$ cat src/rtl/mdu_seq_ctrl.sv
`default_nettype none
// ============================================================================
// Module      : mdu_seq_ctrl
// Description : Multi-cycle multiply/divide sequencer for the EX stage.
//               It handles MULTU, DIVU, MTHI and MTLO, and it owns the HI/LO
//               registers. Multiplication is a 32-step shift-add loop.
//               Division is a 32-step restoring loop. While an operation
//               iterates, busy is raised so the pipeline stalls.
//               Optional macro MDU_SIGNED_EN adds signed MULT/DIV. Operands
//               are converted to magnitudes when the command is accepted,
//               and a one-cycle FIX state then corrects the result signs.
// Revision    : 1.0 - initial release
// ============================================================================
module mdu_seq_ctrl #(
    parameter int WIDTH = 32,
    parameter int CNT_W = 5
) (
    input  logic             clk,
    input  logic             reset,
    input  logic             start,
    input  logic [1:0]       md_op,
    input  logic             md_signed,
    input  logic [WIDTH-1:0] rs_data,
    input  logic [WIDTH-1:0] rt_data,
    output logic             busy,
    output logic             done,
    output logic [WIDTH-1:0] hi,
    output logic [WIDTH-1:0] lo
);

    localparam logic [2:0] c_IDLE = 3'd0;
    localparam logic [2:0] c_MUL  = 3'd1;
    localparam logic [2:0] c_DIV  = 3'd2;
`ifdef MDU_SIGNED_EN
    localparam logic [2:0] c_FIX  = 3'd3;
`endif
    localparam logic [2:0] c_DONE = 3'd4;

    localparam logic [CNT_W-1:0] c_CNT_LAST = {CNT_W{1'b1}};

    logic [2:0]       state_q,  state_d;
    logic [CNT_W-1:0] cnt_q,    cnt_d;
    logic [WIDTH-1:0] hi_q,     hi_d;
    logic [WIDTH-1:0] lo_q,     lo_d;
    // Holds the multiplicand for MUL, or the divisor for DIV.
    logic [WIDTH-1:0] opnd_q,   opnd_d;
    // For MUL this pair is {product high, multiplier/product low}.
    // For DIV it is {remainder, dividend/quotient}.
    logic [WIDTH-1:0] acc_hi_q, acc_hi_d;
    logic [WIDTH-1:0] acc_lo_q, acc_lo_d;

`ifdef MDU_SIGNED_EN
    logic             sgn_q,     sgn_d;
    logic             is_div_q,  is_div_d;
    logic             neg_res_q, neg_res_d;
    logic             neg_rem_q, neg_rem_d;
    logic             w_rs_neg;
    logic             w_rt_neg;
    logic [2*WIDTH-1:0] w_prod;
    logic [2*WIDTH-1:0] w_prod_neg;

    assign w_rs_neg   = md_signed & rs_data[WIDTH-1];
    assign w_rt_neg   = md_signed & rt_data[WIDTH-1];
    assign w_prod     = {acc_hi_q, acc_lo_q};
    assign w_prod_neg = -w_prod;
`endif

    // Multiplier step: conditionally add with carry, then shift the chain right.
    logic [WIDTH:0]   w_mul_sum;
    logic [WIDTH-1:0] w_mul_hi;
    logic [WIDTH-1:0] w_mul_lo;

    assign w_mul_sum = acc_lo_q[0] ? ({1'b0, acc_hi_q} + {1'b0, opnd_q})
                                   : {1'b0, acc_hi_q};
    assign w_mul_hi  = w_mul_sum[WIDTH:1];
    assign w_mul_lo  = {w_mul_sum[0], acc_lo_q[WIDTH-1:1]};

    // Divider step: shift {rem, quo} left and trial-subtract the divisor.
    // The shifted remainder can need WIDTH+1 bits. The extra top bit of
    // the difference is the borrow, which means "divisor did not fit".
    logic [WIDTH:0]   w_div_sh;
    logic [WIDTH+1:0] w_div_diff;
    logic             w_div_ge;
    logic [WIDTH-1:0] w_div_rem;
    logic [WIDTH-1:0] w_div_quo;

    assign w_div_sh   = {acc_hi_q, acc_lo_q[WIDTH-1]};
    assign w_div_diff = {1'b0, w_div_sh} - {2'b00, opnd_q};
    assign w_div_ge   = ~w_div_diff[WIDTH+1];
    assign w_div_rem  = w_div_ge ? w_div_diff[WIDTH-1:0] : w_div_sh[WIDTH-1:0];
    assign w_div_quo  = {acc_lo_q[WIDTH-2:0], w_div_ge};

    // When the step succeeds, the difference is below the divisor, so its
    // top value bit is always zero. md_signed is only consumed in signed builds.
    logic w_unused_bits;
    assign w_unused_bits = ^{md_signed, w_div_diff[WIDTH]};

    // Next-state and datapath decisions for the sequencer.
    always_comb begin
        state_d  = state_q;
        cnt_d    = cnt_q;
        hi_d     = hi_q;
        lo_d     = lo_q;
        opnd_d   = opnd_q;
        acc_hi_d = acc_hi_q;
        acc_lo_d = acc_lo_q;
`ifdef MDU_SIGNED_EN
        sgn_d     = sgn_q;
        is_div_d  = is_div_q;
        neg_res_d = neg_res_q;
        neg_rem_d = neg_rem_q;
`endif
        case (state_q)
            c_IDLE, c_DONE: begin
                state_d = c_IDLE;
                if (start) begin
                    case (md_op)
                        2'd0, 2'd1: begin
                            cnt_d    = '0;
                            acc_hi_d = '0;
                            state_d  = (md_op == 2'd0) ? c_MUL : c_DIV;
`ifdef MDU_SIGNED_EN
                            opnd_d    = w_rt_neg ? -rt_data : rt_data;
                            acc_lo_d  = w_rs_neg ? -rs_data : rs_data;
                            sgn_d     = md_signed;
                            is_div_d  = md_op[0];
                            neg_res_d = w_rs_neg ^ w_rt_neg;
                            neg_rem_d = w_rs_neg;
`else
                            opnd_d   = rt_data;
                            acc_lo_d = rs_data;
`endif
                        end
                        2'd2:    hi_d = rs_data;
                        default: lo_d = rs_data;
                    endcase
                end
            end
            c_MUL: begin
                acc_hi_d = w_mul_hi;
                acc_lo_d = w_mul_lo;
                cnt_d    = cnt_q + 1'b1;
                if (cnt_q == c_CNT_LAST) begin
                    hi_d    = w_mul_hi;
                    lo_d    = w_mul_lo;
                    state_d = c_DONE;
`ifdef MDU_SIGNED_EN
                    if (sgn_q) begin
                        hi_d    = hi_q;
                        lo_d    = lo_q;
                        state_d = c_FIX;
                    end
`endif
                end
            end
            c_DIV: begin
                acc_hi_d = w_div_rem;
                acc_lo_d = w_div_quo;
                cnt_d    = cnt_q + 1'b1;
                if (cnt_q == c_CNT_LAST) begin
                    hi_d    = w_div_rem;
                    lo_d    = w_div_quo;
                    state_d = c_DONE;
`ifdef MDU_SIGNED_EN
                    if (sgn_q) begin
                        hi_d    = hi_q;
                        lo_d    = lo_q;
                        state_d = c_FIX;
                    end
`endif
                end
            end
`ifdef MDU_SIGNED_EN
            c_FIX: begin
                state_d = c_DONE;
                if (is_div_q) begin
                    lo_d = neg_res_q ? -acc_lo_q : acc_lo_q;
                    hi_d = neg_rem_q ? -acc_hi_q : acc_hi_q;
                end else begin
                    {hi_d, lo_d} = neg_res_q ? w_prod_neg : w_prod;
                end
            end
`endif
            default: state_d = c_IDLE;
        endcase
    end

    // State and datapath registers; reset discards any in-flight operation.
    always_ff @(posedge clk) begin
        if (reset) begin
            state_q  <= c_IDLE;
            cnt_q    <= '0;
            hi_q     <= '0;
            lo_q     <= '0;
            opnd_q   <= '0;
            acc_hi_q <= '0;
            acc_lo_q <= '0;
`ifdef MDU_SIGNED_EN
            sgn_q     <= 1'b0;
            is_div_q  <= 1'b0;
            neg_res_q <= 1'b0;
            neg_rem_q <= 1'b0;
`endif
        end else begin
            state_q  <= state_d;
            cnt_q    <= cnt_d;
            hi_q     <= hi_d;
            lo_q     <= lo_d;
            opnd_q   <= opnd_d;
            acc_hi_q <= acc_hi_d;
            acc_lo_q <= acc_lo_d;
`ifdef MDU_SIGNED_EN
            sgn_q     <= sgn_d;
            is_div_q  <= is_div_d;
            neg_res_q <= neg_res_d;
            neg_rem_q <= neg_rem_d;
`endif
        end
    end

`ifdef MDU_SIGNED_EN
    assign busy = (state_q == c_MUL) || (state_q == c_DIV) || (state_q == c_FIX);
`else
    assign busy = (state_q == c_MUL) || (state_q == c_DIV);
`endif
    assign done = (state_q == c_DONE);
    assign hi   = hi_q;
    assign lo   = lo_q;

endmodule
`default_nettype wire

$ cat config.mk
export PLATFORM = sky130hd
export DESIGN_NAME = mdu_seq_ctrl
export DESIGN_NICKNAME = d
export VERILOG_FILES = /design/src/rtl/mdu_seq_ctrl.sv
export SDC_FILE = /design/constraint.sdc
export NUM_CORES = 1
export LEC_CHECK = 0
export BUFFER_PORTS_ARGS = -buffer_cell sky130_fd_sc_hd__buf_2
export CAP_MARGIN = 10
export CELL_PAD_IN_SITES_DETAIL_PLACEMENT = 1
export CELL_PAD_IN_SITES_GLOBAL_PLACEMENT = 1
export CORE_ASPECT_RATIO = 2
export CORE_UTILIZATION = 43
export CTS_CLUSTER_DIAMETER = 40
export DETAILED_ROUTE_END_ITERATION = 10
export PLACE_DENSITY_LB_ADDON = 0.1
export REMOVE_ABC_BUFFERS = 1
export SLEW_MARGIN = 20
export SYNTH_ARGS = -nofsm -noshare
export SYNTH_HDL_FRONTEND = slang
export SYNTH_SLANG_ARGS = --single-unit
$ cat constraint.sdc
create_clock -name clk -period 3.3 [get_ports clk]
set_input_delay 0.165 -clock clk [delete_from_list [all_inputs] [get_ports clk]]
set_output_delay 0.165 -clock clk [all_outputs]
set_load 0.05 [all_outputs]
Word level (Yosys, flattened, before mapping):

Index checks and enable logic that the tools add are counted.

* add/sub/neg operators: 3
* eq/ne operators: 13
* muxes and demuxes: 26
* bitwise gates (word level): 1
* reductions and logical operators: 14

Operator list (count)
* 32-bit 2-to-1 mux: 13
* 32-bit case mux with 3 select lines: 4
* 33-bit by 32-bit subtractor with 34-bit output: 1
* 32-bit by 32-bit adder with 33-bit output: 1
* 33-bit 2-to-1 mux: 1
* 5-bit 2-to-1 mux: 2
* 5-bit case mux with 2 select lines: 1
* 5-bit AND reduction: 2
* 3-bit AND reduction: 3
* 2-bit != test, second input constant: 4
* 2-bit 2-to-1 mux: 3
* 2-bit by 1-bit != test with 1-bit output, second input constant: 3
* 3-bit case mux with 2 select lines: 1
* 2-bit OR reduction: 3
* 5-bit by 1-bit adder with 5-bit output, second input constant: 1
* 5-bit equality test, second input constant: 1
* 3-bit by 1-bit equality test with 1-bit output, second input constant: 1
* 3-bit by 2-bit equality test with 1-bit output, second input constant: 1
* 3-bit equality test, second input constant: 1
* 3-bit logical NOT: 1
* 3-bit 2-to-1 mux: 1
* 3-bit nonzero test: 1
* 3-bit OR reduction: 1
* 2-bit by 1-bit equality test with 1-bit output, second input constant: 1
* other kinds (5): 5

* bits in registers: 168

Longest topological paths before layout:

* depth in word-level cells: 5
* mapped depth: 14
* depth with buffers taken out: 13

Worst setup path before layout:

Ideal clock, no wire load.

* path type: register to register
* from: reg opnd_q[18]
* to: reg hi_q[13], in the netlist hi[13]
* setup time: 145 ps
* arrival time: 2701 ps
* required time: 3155 ps
* path slack: 455 ps
* cell stages (with the launch flop): 14
* path buffers: 1
* path through: dfxtp_1 -> inv_1 -> ha_1 -> a21o_1 -> a21o_1 -> a21o_1 -> a311oi_2 -> nor2_1 -> nor3_4 -> buf_6 -> mux2i_1 -> nor2_1 -> a311oi_2 -> a311oi_2

* word-level cells in the longest chain between the ends: 4

Ends and longest elaborated chain
* start: declaration: RTL line 46 `logic [WIDTH-1:0] opnd_q, opnd_d;`
* start signal: assignment: RTL line 209 `opnd_q <= opnd_d;`
* 33-bit by 32-bit subtractor with 34-bit output: RTL line 88 `assign w_div_diff = {1'b0, w_div_sh} - {2'b00, opnd_q};`
* 32-bit 2-to-1 mux: RTL line 90 `assign w_div_rem = w_div_ge ? w_div_diff[WIDTH-1:0] : w_div_sh[WIDTH-1:0];`
* 32-bit 2-to-1 mux: RTL line 160 `if (cnt_q == c_CNT_LAST) begin`
* 32-bit case mux with 3 select lines: RTL line 113 `case (state_q)`
* end signal: assignment: RTL line 207 `hi_q <= hi_d;`
* end: declaration: RTL line 43 `logic [WIDTH-1:0] hi_q, hi_d;`

No other way between the ends. The select of a mux whose other input is x is not followed.
A chain may end at the register's enable or synchronous reset.

Worst setup path after layout:

* from: reg opnd_q[13]
* to: reg hi_q[19], in the netlist hi[19]

* word-level cells in the longest chain between the ends: 4
* elaborated cells between the ends (all ways): 7
* classes of those cells: add/sub (2); mux (5)

Ends and longest elaborated chain (RTL line)
* 33-bit by 32-bit subtractor with 34-bit output / 32-bit by 32-bit adder with 33-bit output (equally long branches): 88, 73
* 32-bit 2-to-1 mux / 33-bit 2-to-1 mux (equally long branches): 90, 73
* 32-bit 2-to-1 mux (on tied branches): 160, 143
* 32-bit case mux with 3 select lines (*): 113

Mark *: on every way between the ends. The rest lies on a longest branch, timed or not. The select of a mux whose other input is x is not followed.

==> reports/results.txt <==
outcome -> finished, final reports clean
vias in the first global route -> 12.7k
worst-skew pair later-pin latency -> 460 ps
Period minus WS final -> 3210 ps
total power -> 5.89 mW
clock sinks -> 168
core area -> 0.0249 mm^2
die height -> 227 um
post-route setup slack -> 94.9 ps
CP endpoint kind -> register
max-cap viol count -> 0
drt wl/cell -> 22.8 um
fin crit share -> 97.1%
Worst setup SP type -> register
final WL -> 46100 um
hold_ws -> 0.851 ps
total grt overflow -> 0
Static Leak -> 6.02 nW
final net count -> 1812
Port Buffers -> 134
Vias -> 12.1k
largest net degree at the start of global routing -> 55
GP Congestion -> 0.984
Post-synth EDFFs -> 0
# DRC -> 0
Num CTS Buffers -> 17
Worst-Margin Slew -> 922 ps
Post-synth ARST share -> 0%
Final Setup Violations -> 0
met2 Use GR -> 67.5%
met1 Use GR -> 30.2%
pwr dens -> 420 mW/mm^2
Die ar. -> 0.0260 mm^2
Gate Count Post-Synth -> 1433
dpl ws -> -83.2 ps
Fillers -> 3125
Post-Syn Area -> 0.0109 mm^2
Ys Warns -> 0
FMAX -> 312 MHz
Vias/cell -> 5.98
Main synth FF type -> dfxtp_1
worst rel slew slack -> 38.3%
Worst R2R Start -> opnd_q[13]$_SDFFE_PP0P_
Worst Skew -> 15.9 ps
met3 Use GR -> 6.95%
fraction of layout cells with a size suffix above 1 -> 23.4%
Worst-path clk slew -> 70 ps
1st-iter DRT viols -> 616
Critical Path Fanout Max -> 21
first-pass GRT wire length -> 68700 um
Hold Path Origin -> rt_data[26]
register area share after synthesis -> 30.9%
ant diodes -> 0
gr busiest metal -> met2
synthesis-to-layout area growth -> 28.8%
Initial DRT Pass Iterations -> 5
Tightest Hold Check Type -> primary input to register
CTS tree -> done
Initial Util -> 43.6%
# rows -> 82
critical path type -> register to register
Clock Path Buffers -> 2
register bit total from synthesis -> 168
RSZ-0062 raised after global routing -> yes
I/O pins -> 136
CTS root buffer -> clkbuf_16
worst vdd ir -> 0.359 mV
Final Max Slew Viols -> 0
DP HPWL -> 34300 um
antenna violations before repair -> 1
Syn Area/Cell -> 7.59 um^2
Die Width -> 114 um
antenna-violating nets left -> 0
worst setup path startpoint -> opnd_q[13]$_SDFFE_PP0P_
H-tree levels -> 4
CP arrival -> 3570 ps
Crit path required time -> 3660 ps
GRT Total Usage -> 35.8%
Hold Fails Final Rpt -> 0
Netlist cell types -> 76
critical path, stage by stage, from the launching register on:
cell and delay [ps]:
dfxtp_1 410, inv_1 80, ha_1 370, nand4_1 170
inv_2 130, a21oi_1 100, nand2b_2 250, a2111oi_4 420
nor3_4 70, buf_12 180, buf_4 170, nor3_1 260
nor3_1 90, buf_4 150, a311oi_1 260
kinds of logic after synthesis:
family | count (synthesis) | share of synthesized area, %
AO/OA/AOI/OAI | 499 | 30.8
XOR/XNOR | 47 | 3.78
adder cells (fa/ha/maj) | 68 | 7.96
buffers and inverters | 141 | 5.19
flip-flops | 168 | 30.9
multiplexers | 23 | 2.19
AND/OR/NAND/NOR | 487 | 19.1
stage by stage:
stage                     std cells  TNS, ps  area, um^2  util [%]
after floorplan                1339  -388380       10500         -
after global placement         1941     -129       12700      50.9
after detailed placement       1941     -415       12700      50.9
after CTS                      2020        0       13800      55.2
after global routing           2022     -387       14000      56.2
final                          2022        0       14000      56.2
layer usage:
layer  vias to the layer above  wire length [um]
li1                       5632                 -
met1                      5909             14800
met5                         -                17
met2                       356             25000
met4                         2              4600
met3                       197              1660
final timing paths:
check / endpoint / slack [ps] / cells past startpoint
max: hi[19]$_SDFFE_PP0P_ / 90 / 14
min: opnd_q[26]$_SDFFE_PP0P_ / 0.9 / 3
max reg2reg: hi[19]$_SDFFE_PP0P_ / 90 / 14
min reg2reg: opnd_q[22]$_SDFFE_PP0P_ / 490 / 2
Yosys cell counts (29+ instances only):
cell | count | area [um^2]
a22o_1 | 29 | 254
nor2_1 | 156 | 586
a211oi_1 | 44 | 330
nand2_1 | 224 | 841
a21oi_1 | 147 | 736
a311oi_1 | 32 | 280
dfxtp_1 | 168 | 3360
ha_1 | 66 | 826
o21ai_0 | 106 | 531
a21o_1 | 35 | 263
inv_1 | 45 | 169
clkbuf_1 | 76 | 285
cells in the final DEF, fill, tap and decap left out, types with 30 or more instances in the layout:
master,synthesis,layout
buf_4,1,130
a21oi_1,147,142
dlygate4sd3_1,0,48
o21ai_0,106,103
a211oi_1,44,42
a311oi_1,32,30
ha_1,66,60
dfxtp_1,168,154
buf_2,12,133
nor2_1,156,152
nand2_1,224,223
inv_1,45,43
a21o_1,35,35
timing repair:
action,CTS,global route
setup buffers,0,2
pin swaps,0,16
endpoints found under the setup margin,15,53
hold buffers,48,0
hold endpoints to repair,48,0
gates resized for setup,12,59
area by class of cell:
type | instances | area, um^2 | share of cell area [%]
Clock buffer | 21 | 450 | 3.21
Clock inverter | 10 | 87.6 | 0.625
Inverter | 47 | 176 | 1.26
Multi-Input combinational cell | 1124 | 7270 | 51.9
Sequential cell | 168 | 3380 | 24.1
Tap cell | 336 | 420 | 3.00
Timing Repair Buffer | 316 | 2220 | 15.9
state kept, by name (all words and copies together) (netlist names):
register	count
acc_hi_q	32
acc_lo_q	32
cnt_q	5
hi	32
lo	32
opnd_q	32
state_q	3
power by group:
| group | leakage (nW) | switching [mW] | total (mW) | internal, mW |
|---|---|---|---|---|
| clock | 0.263 | 0.935 | 1.93 | 0.999 |
| sequential | 1.38 | 0.0889 | 2.22 | 2.13 |
| combinational | 4.38 | 1.08 | 1.73 | 0.651 |
No activity file was read; power rests on OpenSTA's default activity.
